===== config.mk =====
export PLATFORM = sky130hd
export DESIGN_NAME = xs32_frame_cnt
export DESIGN_NICKNAME = d
export VERILOG_FILES = /design/src/rtl/xs32_frame_cnt.sv
export SDC_FILE = /design/constraint.sdc
export NUM_CORES = 1
export LEC_CHECK = 0
export ABC_AREA = 0
export CORE_AREA = 2 2 46 48
export CTS_BUF_LIST = sky130_fd_sc_hd__clkbuf_8
export DETAILED_ROUTE_END_ITERATION = 8
export DIE_AREA = 0 0 48 50
export DONT_BUFFER_PORTS = 1
export PLACE_DENSITY = 0.86
export SLEW_MARGIN = 10
export SYNTH_ARGS = -nofsm -noshare
export SYNTH_HDL_FRONTEND = slang
export SYNTH_SLANG_ARGS = --single-unit

===== constraint.sdc =====
create_clock -name clk -period 1.5 [get_ports clk]
set_input_delay 0.15 -clock clk [delete_from_list [all_inputs] [get_ports clk]]
set_output_delay 0.15 -clock clk [all_outputs]
set_load 0.005 [all_outputs]

===== src/rtl/xs32_frame_cnt.sv =====
// Word and idle-cycle counters for one frame; flags are combinational from the counters.
// last_word_o means the next accepted word completes the frame; no backpressure.
module xs32_frame_cnt #(
  parameter int NUM_WORDS = 256,
  parameter int TIMEOUT   = 1023,
  parameter int CNT_W     = 9
) (
  input  logic clk,
  input  logic rst_n,
  input  logic clr_i,
  input  logic start_i,
  input  logic word_i,
  input  logic idle_i,
  output logic last_word_o,
  output logic idle_expired_o
);

  localparam int IDLE_W = (TIMEOUT > 0) ? $clog2(TIMEOUT + 1) : 1;

  logic [CNT_W-1:0]  word_cnt_q, word_cnt_d;
  logic [IDLE_W-1:0] idle_cnt_q, idle_cnt_d;

  always_comb begin
    word_cnt_d = word_cnt_q;
    idle_cnt_d = idle_cnt_q;
    if (clr_i) begin
      word_cnt_d = '0;
      idle_cnt_d = '0;
    end else if (start_i) begin
      word_cnt_d = CNT_W'(1);
      idle_cnt_d = '0;
    end else if (word_i) begin
      word_cnt_d = word_cnt_q + CNT_W'(1);
      idle_cnt_d = '0;
    end else if (idle_i && (idle_cnt_q != '1)) begin
      idle_cnt_d = idle_cnt_q + IDLE_W'(1);
    end
  end

  always_ff @(posedge clk or negedge rst_n) begin
    if (!rst_n) begin
      word_cnt_q <= '0;
      idle_cnt_q <= '0;
    end else begin
      word_cnt_q <= word_cnt_d;
      idle_cnt_q <= idle_cnt_d;
    end
  end

  // Expiry fires on the idle cycle that brings the count up to TIMEOUT.
  assign last_word_o    = (word_cnt_q == CNT_W'(NUM_WORDS - 1));
  assign idle_expired_o = (TIMEOUT != 0) && (idle_cnt_q == IDLE_W'(TIMEOUT - 1));

endmodule


==> results.yml, run 1 <==
outcome:
  status: "complete, no violations"
routing:
  drt-total-wl_um: 2230
  m1WireLength_um: 1020
  detail_route.vias_per_cell: 5.95
  drtPass1Iterations: 4
  vias: 874
  routed-wl-met2_um: 1090
  highest_layer: "met4"
  wl_met3_um: 77
  final_antenna_net_count: 0
  routedWlPerCell_um: 15.2
  drtIter0Drc: 20
  drc: 0
logic_synthesis:
  synthFlopType: "dfrtp_1"
  ys_seq_area_frac: 0.447
  syn_inst: 113
  syn_avg_cell_area_um2: 9.42
  synth_top_cell_area_share: 0.447
  synthTopCellsByArea: "dfrtp_1, nor2_1, xor2_1"
  yosys.area.top_type: "dfrtp_1"
  ys_ff_latch: 19
  synth-edff-count: 0
  yosysUniqueCellTypes: 33
  yosysWarnings: 0
  async_reset_ff_frac: 1.00
  syn_nets: 123
  syn_area_mm2: 0.00106
sta:
  hold_violations: 0
  setup_ws_ns: 0.0123
  tightestPinTransition_ns: 0.866
  finClkSkew_ns: 0.00350
  slew_violations: 0
  timing.fmax_ghz: 0.672
  fin_crit_ns: 1.49
  timing.slew.headroom: 0.421
  rsz0062_at_grt: "true"
  period_share: 0.992
  finalSetupViolations: 0
placed_design:
  dpl_worst_slack_ns: -0.0688
  place.gp.congestion: 0.850
  place_hpwl_um: 1550
  portBuffers: 0
setup_path:
  ff2ff_setup_slack_ns: 0.01
  crit_cells: 6
  cp_top_family: "compound AO/OA/AOI/OAI gates"
  crit_path_max_incr_delay_ns: 0.40
  ff2ff_path_depth: 6
  cp.arrival_ns: 1.64
  reg2reg_from: "idle_cnt_q[0]"
  required_ns: 1.65
  crit_path_cell_trace: "buf_4 -> ha_4 -> inv_1 -> o41ai_2 -> xnor2_1 -> nor2_1"
  start_kind: "flop"
  crit_buf_inv: 2
  setup.worst_path.class: "reg -> reg"
  r2r_end: "idle_cnt_q[0]"
  critPathSlowestCell: "o41ai_2"
  crit_fanout: 8
  worstSetupEndpointType: "flop"
cts:
  cts_tree: "done"
  clk_pin_slew_ns: 0.07
  root_buffer: "clkbuf_8"
  cts.path.max_buffers: 2
  insertion_delay_ns: 0.26
  numCtsBuffers: 3
  cts.sinks: 19
  htreeDepth: 1
min_path:
  min_from: "start_i"
  hold-path-cell-count: 2
  min_path_type: "in -> reg"
  holdPathEnd: "word_cnt_q[0]"
final_layout:
  diodes: 0
  drive_gt1_frac: 0.175
  area_delta_synth_final_pct: 15.0
  seq_area_um2: 477
  fin_nets: 131
  fin_util: 0.644
  fillers: 162
  multi_input_area_um2: 582
global_routing:
  grt_pass1_vias: 849
  grtUsageTotal: 0.226
  grt_max_degree: 20
  grt-ovfl-total: 0
  grt_pass1_wl_um: 3840
  antenna_found_initial: 0
floorplanning:
  die_w_um: 48
  placeableCoreArea_mm2: 0.00190
  io_pins: 8
  initial_core_util: 0.560
  fp-row-count: 16
  die_h_um: 50
  dieArea_mm2: 0.00240
pwr:
  ir_drop_v: 0.000631
  p_leak_nw: 0.525
  power.density_mw_per_mm2: 765
run:
  cap_viol_max_count: 0
==> how the worst max path moves through the flow <==
stage	start	to	slack [ns]
after floorplan	idle_cnt_q[1]	idle_cnt_q[0]	0.07
after global placement	idle_cnt_q[1]	idle_cnt_q[5]	0.05
after detailed placement	idle_cnt_q[0]	idle_cnt_q[5]	-0.07
after CTS	idle_cnt_q[0]	idle_cnt_q[1]	-0.01
after global routing	idle_cnt_q[0]	idle_cnt_q[0]	-0.03
final	idle_cnt_q[0]	idle_cnt_q[0]	0.01
==> timing repair <==
item / in CTS / in global routing
gates cloned: 0 / 0
endpoints found under the setup margin: 5 / 6
endpoints found under the hold margin: 21 / 0
hold buffers: 3 / 0
pin swaps: 0 / 1
gates resized for setup: 4 / 6
buffers inserted: 0 / 1
==> sequential cells by signal (all words and copies together) (netlist names) <==
name        flops
idle_cnt_q     10
word_cnt_q      9
==> routing by layer <==
metal | GRT usage | vias up
li1 | - | 422
met1 | 0.333 | 427
met2 | 0.331 | 20
met3 | 0.0330 | 5
met4 | 0.0811 | 0
met5 | 0 | -
==> power breakdown <==
part / leakage, nW / total, W / internal [W] / switching, W
combinational: 0.239 / 0.0000529 / 0.0000232 / 0.0000297
clock: 0.0255 / 0.000363 / 0.000185 / 0.000178
sequential: 0.261 / 0.000521 / 0.000517 / 0.00000416
==> layout make-up <==
| type | instances | area share |
|---|---|---|
| Clock buffer | 3 | 0.0337 |
| Clock inverter | 1 | 0.00409 |
| Inverter | 3 | 0.00919 |
| Multi-Input combinational cell | 85 | 0.475 |
| Sequential cell | 19 | 0.389 |
| Tap cell | 27 | 0.0276 |
| Timing Repair Buffer | 9 | 0.0613 |
==> stage by stage <==
stage,area (um^2),TNS [ns],power [W],instances,hold WS (ns)
after floorplan,1070,0,0.000568,113,-0.146
after global placement,1100,0,0.000564,139,-0.145
after detailed placement,1100,-0.116,0.000566,139,-0.145
after CTS,1200,-0.0188,0.000937,146,0.0205
after global routing,1220,-0.0944,0.000971,147,0.0225
final,1220,0,0.000937,147,0.0136
==> cells in the mapped netlist (2+ instances only) <==
library cell and number:
ha_1 4, or3_1 2, nor3_1 3, nand2_1 6, nor2_1 18, and3_1 2, or2_2 2, inv_1 3
xor2_1 6, nand3_1 3, a21oi_1 7, o21ai_0 4, dfrtp_1 19, clkbuf_1 3, and2_1 3, a211oi_1 5
buf_6 2, nand4_1 5, and4_1 2
==> placed cells by master, fill, tap and decap left out <==
cell            n
nor2_1         18
dfrtp_1        18
a21oi_1         7
nand2_1         6
xor2_1          6
buf_4           6
nand4_1         5
a211oi_1        5
inv_1           3
nand3_1         3
o21ai_0         3
ha_1            3
clkbuf_8        3
dlygate4sd3_1   3
and2_1          2
and4_1          2
or2_2           2
and3_1          2
nor3_1          2
or3_1           2
nand4_4         1
nor3_4          1
or3_4           1
o2111ai_1       1
and2_4          1
o21ai_1         1
a32oi_1         1
or4b_1          1
nand3b_1        1
o211ai_1        1
o41ai_2         1
xnor2_1         1
a31oi_1         1
and3_2          1
mux2i_1         1
a41o_2          1
ha_4            1
clkinv_2        1
dfrtp_2         1
==> logic make-up after synthesis <==
group,after synthesis,synth area share
AND/OR/NAND/NOR,51,0.257
flip-flops,19,0.447
multiplexers,1,0.00940
AO/OA/AOI/OAI,22,0.135
buffers and inverters,9,0.0470
XOR/XNOR,7,0.0576
adder cells (fa/ha/maj),4,0.0470
Power figures use the tool's default switching activity.
==> run 2, diff against run 1 <==
--- a/config.mk
+++ b/config.mk
@@ -11,7 +11,8 @@
 export DETAILED_ROUTE_END_ITERATION = 8
 export DIE_AREA = 0 0 48 50
 export DONT_BUFFER_PORTS = 1
-export PLACE_DENSITY = 0.86
+export HOLD_SLACK_MARGIN = 0.15
+export PLACE_DENSITY = 0.83
 export SLEW_MARGIN = 10
 export SYNTH_ARGS = -nofsm -noshare
 export SYNTH_HDL_FRONTEND = slang
==> constraint.sdc (replaced) <==
create_clock -name clk -period 1.7 [get_ports clk]
set_input_delay 0.17 -clock clk [delete_from_list [all_inputs] [get_ports clk]]
set_output_delay 0.17 -clock clk [all_outputs]
set_load 0.005 [all_outputs]
==> results.yml, run 2 (synthesized netlist as in run 1, its figures left out) <==
sta:
  totalNegativeSetupSlack_ns: 0
  timing.fmax_ghz: 0.654
  rsz0062_at_grt: "false"
  whs_ns: 0.156
  timing.slew.headroom: 0.451
  finalSetupViolations: 0
  period_share: 0.900
  hold_violations: 0
  fin_crit_ns: 1.53
  finClkSkew_ns: 0.00100
  slew_violations: 0
  tightestPinTransition_ns: 0.821
final_layout:
  diodes: 0
  drive_gt1_frac: 0.103
  area_delta_synth_final_pct: 9.28
  reg_top3: "idle_cnt_q x10, word_cnt_q x9"
  largest_register_ffs: 10
  fillers: 162
  fin_nets: 127
  layout_common_cells: "nor2_1, dfrtp_1, a21oi_1"
  regMostFlops: "idle_cnt_q"
  fin_util: 0.612
  final_cells: 143
placed_design:
  portBuffers: 0
  place_hpwl_um: 1420
  place_inst: 134
  place.gp.congestion: 0.832
floorplanning:
  initial_core_util: 0.560
  dieArea_mm2: 0.00240
  die_h_um: 50
  fp-row-count: 16
  io_pins: 8
  placeableCoreArea_mm2: 0.00190
  die_w_um: 48
routing:
  routedWlPerCell_um: 14.0
  drtPass1Iterations: 4
  final_antenna_net_count: 0
  vias: 832
  drtIter0Drc: 32
  drc: 0
  detail_route.vias_per_cell: 5.82
  drt-total-wl_um: 2010
global_routing:
  grt_max_degree: 20
  grt-ovfl-total: 0
  grtUsageTotal: 0.205
  grt_pass1_vias: 826
  grt_pass1_wl_um: 3540
  antenna_found_initial: 0
cts:
  htreeDepth: 1
  cts.sinks: 19
  insertion_delay_ns: 0.25
  cts_tree: "done"
  clk_pin_slew_ns: 0.07
  post-cts-setup-buffers: 0
  cts.path.max_buffers: 2
  root_buffer: "clkbuf_8"
  numCtsBuffers: 3
setup_path:
  ff2ff_setup_slack_ns: 0.17
  crit_fanout: 9
  reg2reg_from: "idle_cnt_q[1]"
  ff2ff_path_depth: 5
  setup.worst_path.class: "reg -> reg"
  required_ns: 1.87
  r2r_end: "idle_cnt_q[5]"
  worstSetupEndpointType: "flop"
  cp.arrival_ns: 1.70
  start_kind: "flop"
outcome:
  status: "complete, no violations"
run:
  cap_viol_max_count: 0
min_path:
  min_path_type: "in -> reg"
  hold-path-cell-count: 3
  holdPathEnd: "idle_cnt_q[0]"
  min_from: "idle_i"
pwr:
  p_leak_nw: 0.477
  p_total_w: 0.000811
  power.density_mw_per_mm2: 697
  ir_drop_v: 0.000596
## run 2: how the worst max path moves through the flow
| stage | from | endpoint | slack (ns) | depth (start not counted) |
|---|---|---|---|---|
| after CTS | idle_cnt_q[4] | idle_expired_o | 0.06 | 3 |
| after floorplan | idle_cnt_q[1] | idle_cnt_q[5] | 0.18 | 6 |
| after global placement | idle_cnt_q[1] | idle_cnt_q[0] | 0.21 | 5 |
| after detailed placement | idle_cnt_q[1] | idle_cnt_q[5] | 0.1 | 5 |
| after global routing | idle_cnt_q[4] | idle_expired_o | 0.04 | 3 |
| final | idle_cnt_q[1] | idle_cnt_q[5] | 0.17 | 5 |
## run 2: critical path, stage by stage (launching register included)
cell	delay (ns)
dfrtp_1	0.41
ha_2	0.29
nand3_1	0.10
or2_2	0.31
and3_1	0.17
o21ai_0	0.16
## run 2: cell type report
class                   instances  area, um^2  area share
inverters                       3        11.3     0.00968
clock buffers                   3        41.3      0.0355
flip-flops and latches         19         477       0.410
repair buffers                  5        50.0      0.0430
clock inverters                 1        3.75     0.00323
well taps                      27        33.8      0.0290
multi-input cells              85         547       0.470
## run 2: what timing repair did
item | 4_1_cts | 5_1_grt
endpoints found under the setup margin | 0 | 3
hold buffers | 5 | 0
hold endpoints to repair | 25 | 0
gates resized for setup | 0 | 3
## run 2: layer usage
layer	GRT usage	share of wire	up-vias	routed length (um)
met1	0.287	0.47	400	945
li1	-	-	411	-
met2	0.316	0.48	17	957
met3	0.0330	0.038	4	77
met5	0	0	-	0
met4	0.0676	0.014	0	29
## run 2: power by group
group	leakage, nW	switching [W]	total (W)	internal, W
registers	0.261	0.00000380	0.000460	0.000457
logic	0.189	0.0000271	0.0000488	0.0000217
clock network	0.0269	0.000141	0.000301	0.000160
## run 2: stage by stage
step                area [um^2]  worst slack (ns)
floorplan                  1060             0.177
global placement           1060             0.211
detailed placement         1060            0.0952
CTS                        1150            0.0617
global route               1160            0.0398
finish                     1160             0.170
==> run 3, diff against run 2 <==
--- a/config.mk
+++ b/config.mk
@@ -6,14 +6,15 @@
 export NUM_CORES = 1
 export LEC_CHECK = 0
 export ABC_AREA = 0
-export CORE_AREA = 2 2 46 48
+export CORE_AREA = 2 2 63 65
 export CTS_BUF_LIST = sky130_fd_sc_hd__clkbuf_8
 export DETAILED_ROUTE_END_ITERATION = 8
-export DIE_AREA = 0 0 48 50
+export DIE_AREA = 0 0 65 67
 export DONT_BUFFER_PORTS = 1
 export HOLD_SLACK_MARGIN = 0.15
-export PLACE_DENSITY = 0.83
+export PLACE_DENSITY = 0.54
 export SLEW_MARGIN = 10
 export SYNTH_ARGS = -nofsm -noshare
 export SYNTH_HDL_FRONTEND = slang
 export SYNTH_SLANG_ARGS = --single-unit
+export TNS_END_PERCENT = 5
==> results.yml, run 3 (synthesized netlist as in run 1, its figures left out) <==
floorplanning:
  io_pins: 8
  placeableCoreArea_mm2: 0.00361
  die_w_um: 65
  dieArea_mm2: 0.00436
  initial_core_util: 0.295
  fp-row-count: 22
  die_h_um: 67
final_layout:
  final_cells: 165
  drive_gt1_frac: 0.103
  reg_top3: "idle_cnt_q x10, word_cnt_q x9"
  fin_nets: 128
  final_common_cell: "dfrtp_1"
  diodes: 0
  layout_common_cells: "dfrtp_1, nor2_1, a21oi_1"
  fillers: 370
  largest_register_ffs: 10
  area_delta_synth_final_pct: 12.3
  regMostFlops: "idle_cnt_q"
setup_path:
  required_ns: 1.53
  crit_fanout: 7
  ff2ff_setup_slack_ns: 0.17
  start_kind: "flop"
  setup.worst_path.class: "reg -> out"
  r2r_end: "idle_cnt_q[0]"
  worstSetupEndpointType: "primary output"
  ff2ff_path_depth: 5
  reg2reg_from: "idle_cnt_q[1]"
  cp.arrival_ns: 1.38
min_path:
  min_path_type: "in -> reg"
  hold-path-cell-count: 3
  holdPathEnd: "idle_cnt_q[0]"
  min_from: "idle_i"
routing:
  drtPass1Iterations: 4
  detail_route.vias_per_cell: 5.12
  drc: 0
  drt-total-wl_um: 2110
  final_antenna_net_count: 0
  routedWlPerCell_um: 12.8
  drtIter0Drc: 27
  vias: 844
sta:
  period_share: 0.912
  fin_crit_ns: 1.55
  hold_violations: 0
  rsz0062_at_grt: "false"
  whs_ns: 0.153
  tightestPinTransition_ns: 0.860
  finalSetupViolations: 0
  totalNegativeSetupSlack_ns: 0
  slew_violations: 0
  timing.slew.headroom: 0.425
  timing.fmax_ghz: 0.645
  finClkSkew_ns: 0.00265
run:
  cap_viol_max_count: 0
cts:
  cts.path.max_buffers: 2
  root_buffer: "clkbuf_8"
  numCtsBuffers: 3
  insertion_delay_ns: 0.26
  cts.sinks: 19
  post-cts-setup-buffers: 0
  htreeDepth: 1
  cts_tree: "done"
  clk_pin_slew_ns: 0.07
placed_design:
  place_inst: 156
  portBuffers: 0
  place_hpwl_um: 1450
  place.gp.congestion: 0.708
global_routing:
  grt-ovfl-total: 0
  grt_pass1_wl_um: 3860
  grt_pass1_vias: 886
  antenna_found_initial: 0
  grt_max_degree: 20
  grtUsageTotal: 0.117
outcome:
  status: "complete, no violations"
pwr:
  power.density_mw_per_mm2: 694
  ir_drop_v: 0.000256
  p_leak_nw: 0.484
[run 3: layer usage]
metal,vias up,GRT usage,share of wire
li1,414,-,-
met1,417,0.130,0.46
met2,8,0.201,0.48
met3,5,0.0169,0.026
met4,0,0.0878,0.035
met5,-,0,0
[run 3: how the worst max path moves through the flow]
stage / from / endpoint / slack, ns / cells past startpoint
after floorplan: idle_cnt_q[1] / idle_cnt_q[5] / 0.18 / 6
after global placement: idle_cnt_q[1] / idle_cnt_q[5] / 0.18 / 5
after CTS: idle_cnt_q[5] / idle_expired_o / 0.06 / 3
after global routing: idle_cnt_q[5] / idle_expired_o / 0.04 / 3
after detailed placement: idle_cnt_q[1] / idle_cnt_q[0] / 0.12 / 5
final: idle_cnt_q[5] / idle_expired_o / 0.15 / 3
[run 3: power breakdown]
group          total (W)  leakage (nW)  internal [W]  switching [W]
registers       0.000461         0.263      0.000456     0.00000429
logic          0.0000489         0.194     0.0000216      0.0000273
clock network   0.000320        0.0269      0.000161       0.000159
[run 3: worst max-delay path, stage by stage (launching register included)]
cell,delay [ns]
dfrtp_1,0.43
nand4_2,0.21
nor3_2,0.30
and2_1,0.19
[run 3: layout make-up]
type	instances	area [um^2]	share of cell area
Sequential cell	19	475	0.397
Tap cell	48	60.1	0.0502
Multi-Input combinational cell	85	547	0.457
Timing Repair Buffer	6	57.6	0.0481
Clock buffer	3	41.3	0.0345
Clock inverter	1	3.75	0.00314
Inverter	3	11.3	0.00941
[run 3: per-stage QoR]
step,worst slack (ns),cell area [um^2],utilization,total power (W)
floorplan,0.177,1060,-,0.000501
global placement,0.177,1090,0.303,0.000497
detailed placement,0.116,1090,0.303,0.000497
CTS,0.0632,1190,0.330,0.000836
global route,0.0384,1200,0.332,0.000865
finish,0.149,1200,0.332,0.000830
[run 3: repair_timing]
action,CTS,global route
endpoints found under the hold margin,27,0
resized for setup,0,2
hold buffers,5,0
setup endpoints to repair,0,2
==> patch: new RTL, config.mk and constraints of run 3 <==
The parameter `NUM_WORDS` goes from 256 to 192.
--- a/src/rtl/xs32_frame_cnt.sv
+++ b/src/rtl/xs32_frame_cnt.sv
@@ -2,5 +2,5 @@
 // last_word_o means the next accepted word completes the frame; no backpressure.
 module xs32_frame_cnt #(
-  parameter int NUM_WORDS = 256,
+  parameter int NUM_WORDS = 192,
   parameter int TIMEOUT   = 1023,
   parameter int CNT_W     = 9
Behaviour: no difference found for any inputs over 10 cycles, from zero or initial values and one cycle with rst_n low; that may be too few to reach the edited logic, so the function may still have changed.
==> patch against run 3 <==
Synthesized area is 2.0% lower; setup slack got worse by 0.00060 ns; die area stayed put; core utilization up 0.28 points; power down 1.2%; wire length decreased by 5.1%; design area up 0.84%; sequential cell count unchanged; largest power group unchanged.
==> patch: results (changes against run 3) <==
Outcome
  • Result of the run: finished clean (unchanged)

Route
  • Iteration-0 DRC count of the detailed router: 10 (was 27)
  • Total routed wirelength: 2.00 mm (was 2.11 mm)
  • Count of vias placed by the detailed router: 776 (was 844)

Cells and area
  • Non-clock buffers, area share: 4.98% (was 4.81%)
  • Area of the multi-input gates: 551 um2 (was 547 um2)
  • Number of signal-net inverters in the final layout: 4 (was 3)
  • Number of combinational gates with multiple inputs: 77 (was 85)
  • Clock-cell share of area: 3.73% (was 3.77%)
  • Fraction of final layout cells sized beyond drive strength 1: 13.6% (was 10.3%)
  • Total Nets Final: 120 (was 128)
  • Final cell count without fillers: 158 (was 165)
  • Filler cell count in the final layout: 372 (was 370)
  • End-of-flow core utilization: 33.4% (was 33.2%)

Synth
  • Synthesized Nets: 111 (was 123)
  • Leading post-synthesis cells by instance count: 19 x dfrtp_1, 14 x nor2_1, 8 x nand3_1, 5 x xnor2_1 (was 19 x dfrtp_1, 18 x nor2_1, 7 x a21oi_1, 6 x nand2_1, 6 x xor2_1)
  • Share of flip-flops with an asynchronous set or reset after synthesis: 100% (unchanged)
  • Post-synth top area share: 45.6% (was 44.7%)
  • Post-synthesis sequential area ratio: 45.6% (was 44.7%)
  • Mapped Cells: 102 (was 113)
  • Top area cells in the synthesized netlist: dfrtp_1 46%, nor2_1 5.0%, xnor2_1 4.2%, nand3_1 3.8%, ha_1 3.6% (was dfrtp_1 45%, nor2_1 6.3%, xor2_1 4.9%, ha_1 4.7%, a211oi_1 3.5%)

Global routing
  • Total routing usage reported by global routing: 10.7% (was 11.7%)
  • Via count of the first global-routing pass: 765 (was 886)
  • First-pass GRT wire length: 3.51 mm (was 3.86 mm)

Clock network
  • Hold buffer count at cts: 6 (was 5)
  • Number of buffers created by CTS: 3 (unchanged)
  • Resize count post-CTS: 0 (unchanged)

Place
  • Post-detail-place hpwl: 1.39 mm (was 1.45 mm)
  • Placed cell area: 0.00109 mm2 (about the same)
  • Placed Instances: 148 (was 156)
  • Weighted congestion at the end of routability-driven global placement: 0.720 (was 0.708)
  • Setup slack after placement: 0.269 ns (was 0.116 ns)

Timing
  • Final setup skew: 0.00345 ns (was 0.00265 ns)
  • Relative slew slack: 43.9% (was 42.5%)
  • Hold slack final: 0.157 ns (was 0.153 ns)

Critical path
  • Maximum single-stage delay on the critical path: 0.40 ns (was 0.43 ns)
  • Crit path max-delay cell type: dfrtp_1 (unchanged)
  • Peak fanout along the critical path: 5 (was 7)
  • Reg-to-Reg Start: idle_cnt_q[1] (unchanged)
  • Reg2reg setup slack: 0.25 ns (was 0.17 ns)
  • Worst setup path startpoint: word_cnt_q[0] (was idle_cnt_q[5])
  • End point of the critical path: last_word_o (was idle_expired_o)

Power and ir drop
  • Pleak: 0.473 nW (was 0.484 nW)
  • Net switching power of the design: 0.183 mW (was 0.191 mW)
  • Design internal power: 0.638 mW (was 0.639 mW)
  • Power share of the combinational group: 5.9% (about the same)
  • IR drop worst, VDD: 0.306 mV (was 0.256 mV)

Hold path
  • Hold Crit Depth: 2 (was 3)
  • Terminating pin of the worst hold path: idle_cnt_q[2] (was idle_cnt_q[0])
[patch: changes by cell type after synthesis, sizes merged, moves of 3 or more]
cell,delta
xnor2,+4
nand3,+7
a21oi,-3
clkbuf,-3
and2,-3
nor2,-3
nand4,-6
[patch: per-layer routing]
metal | up-vias | global-route usage [%] | routed length (um)
li1 | 389 | - | -
met2 | 13 | 17.8 | 900
met4 | 0 | 7.98 | 63
met5 | - | 0 | 0
met3 | 5 | 0.507 | 25
met1 | 369 | 13.2 | 1020
[patch: cell families after synthesis]
| family | after synthesis | synth area share [%] |
|---|---|---|
| buffers and inverters | 6 | 2.28 |
| flip-flops | 19 | 45.6 |
| AO/OA/AOI/OAI | 19 | 14.9 |
| XOR/XNOR | 9 | 7.55 |
| multiplexers | 1 | 0.959 |
| AND/OR/NAND/NOR | 45 | 25.2 |
| adder cells (fa/ha/maj) | 3 | 3.60 |
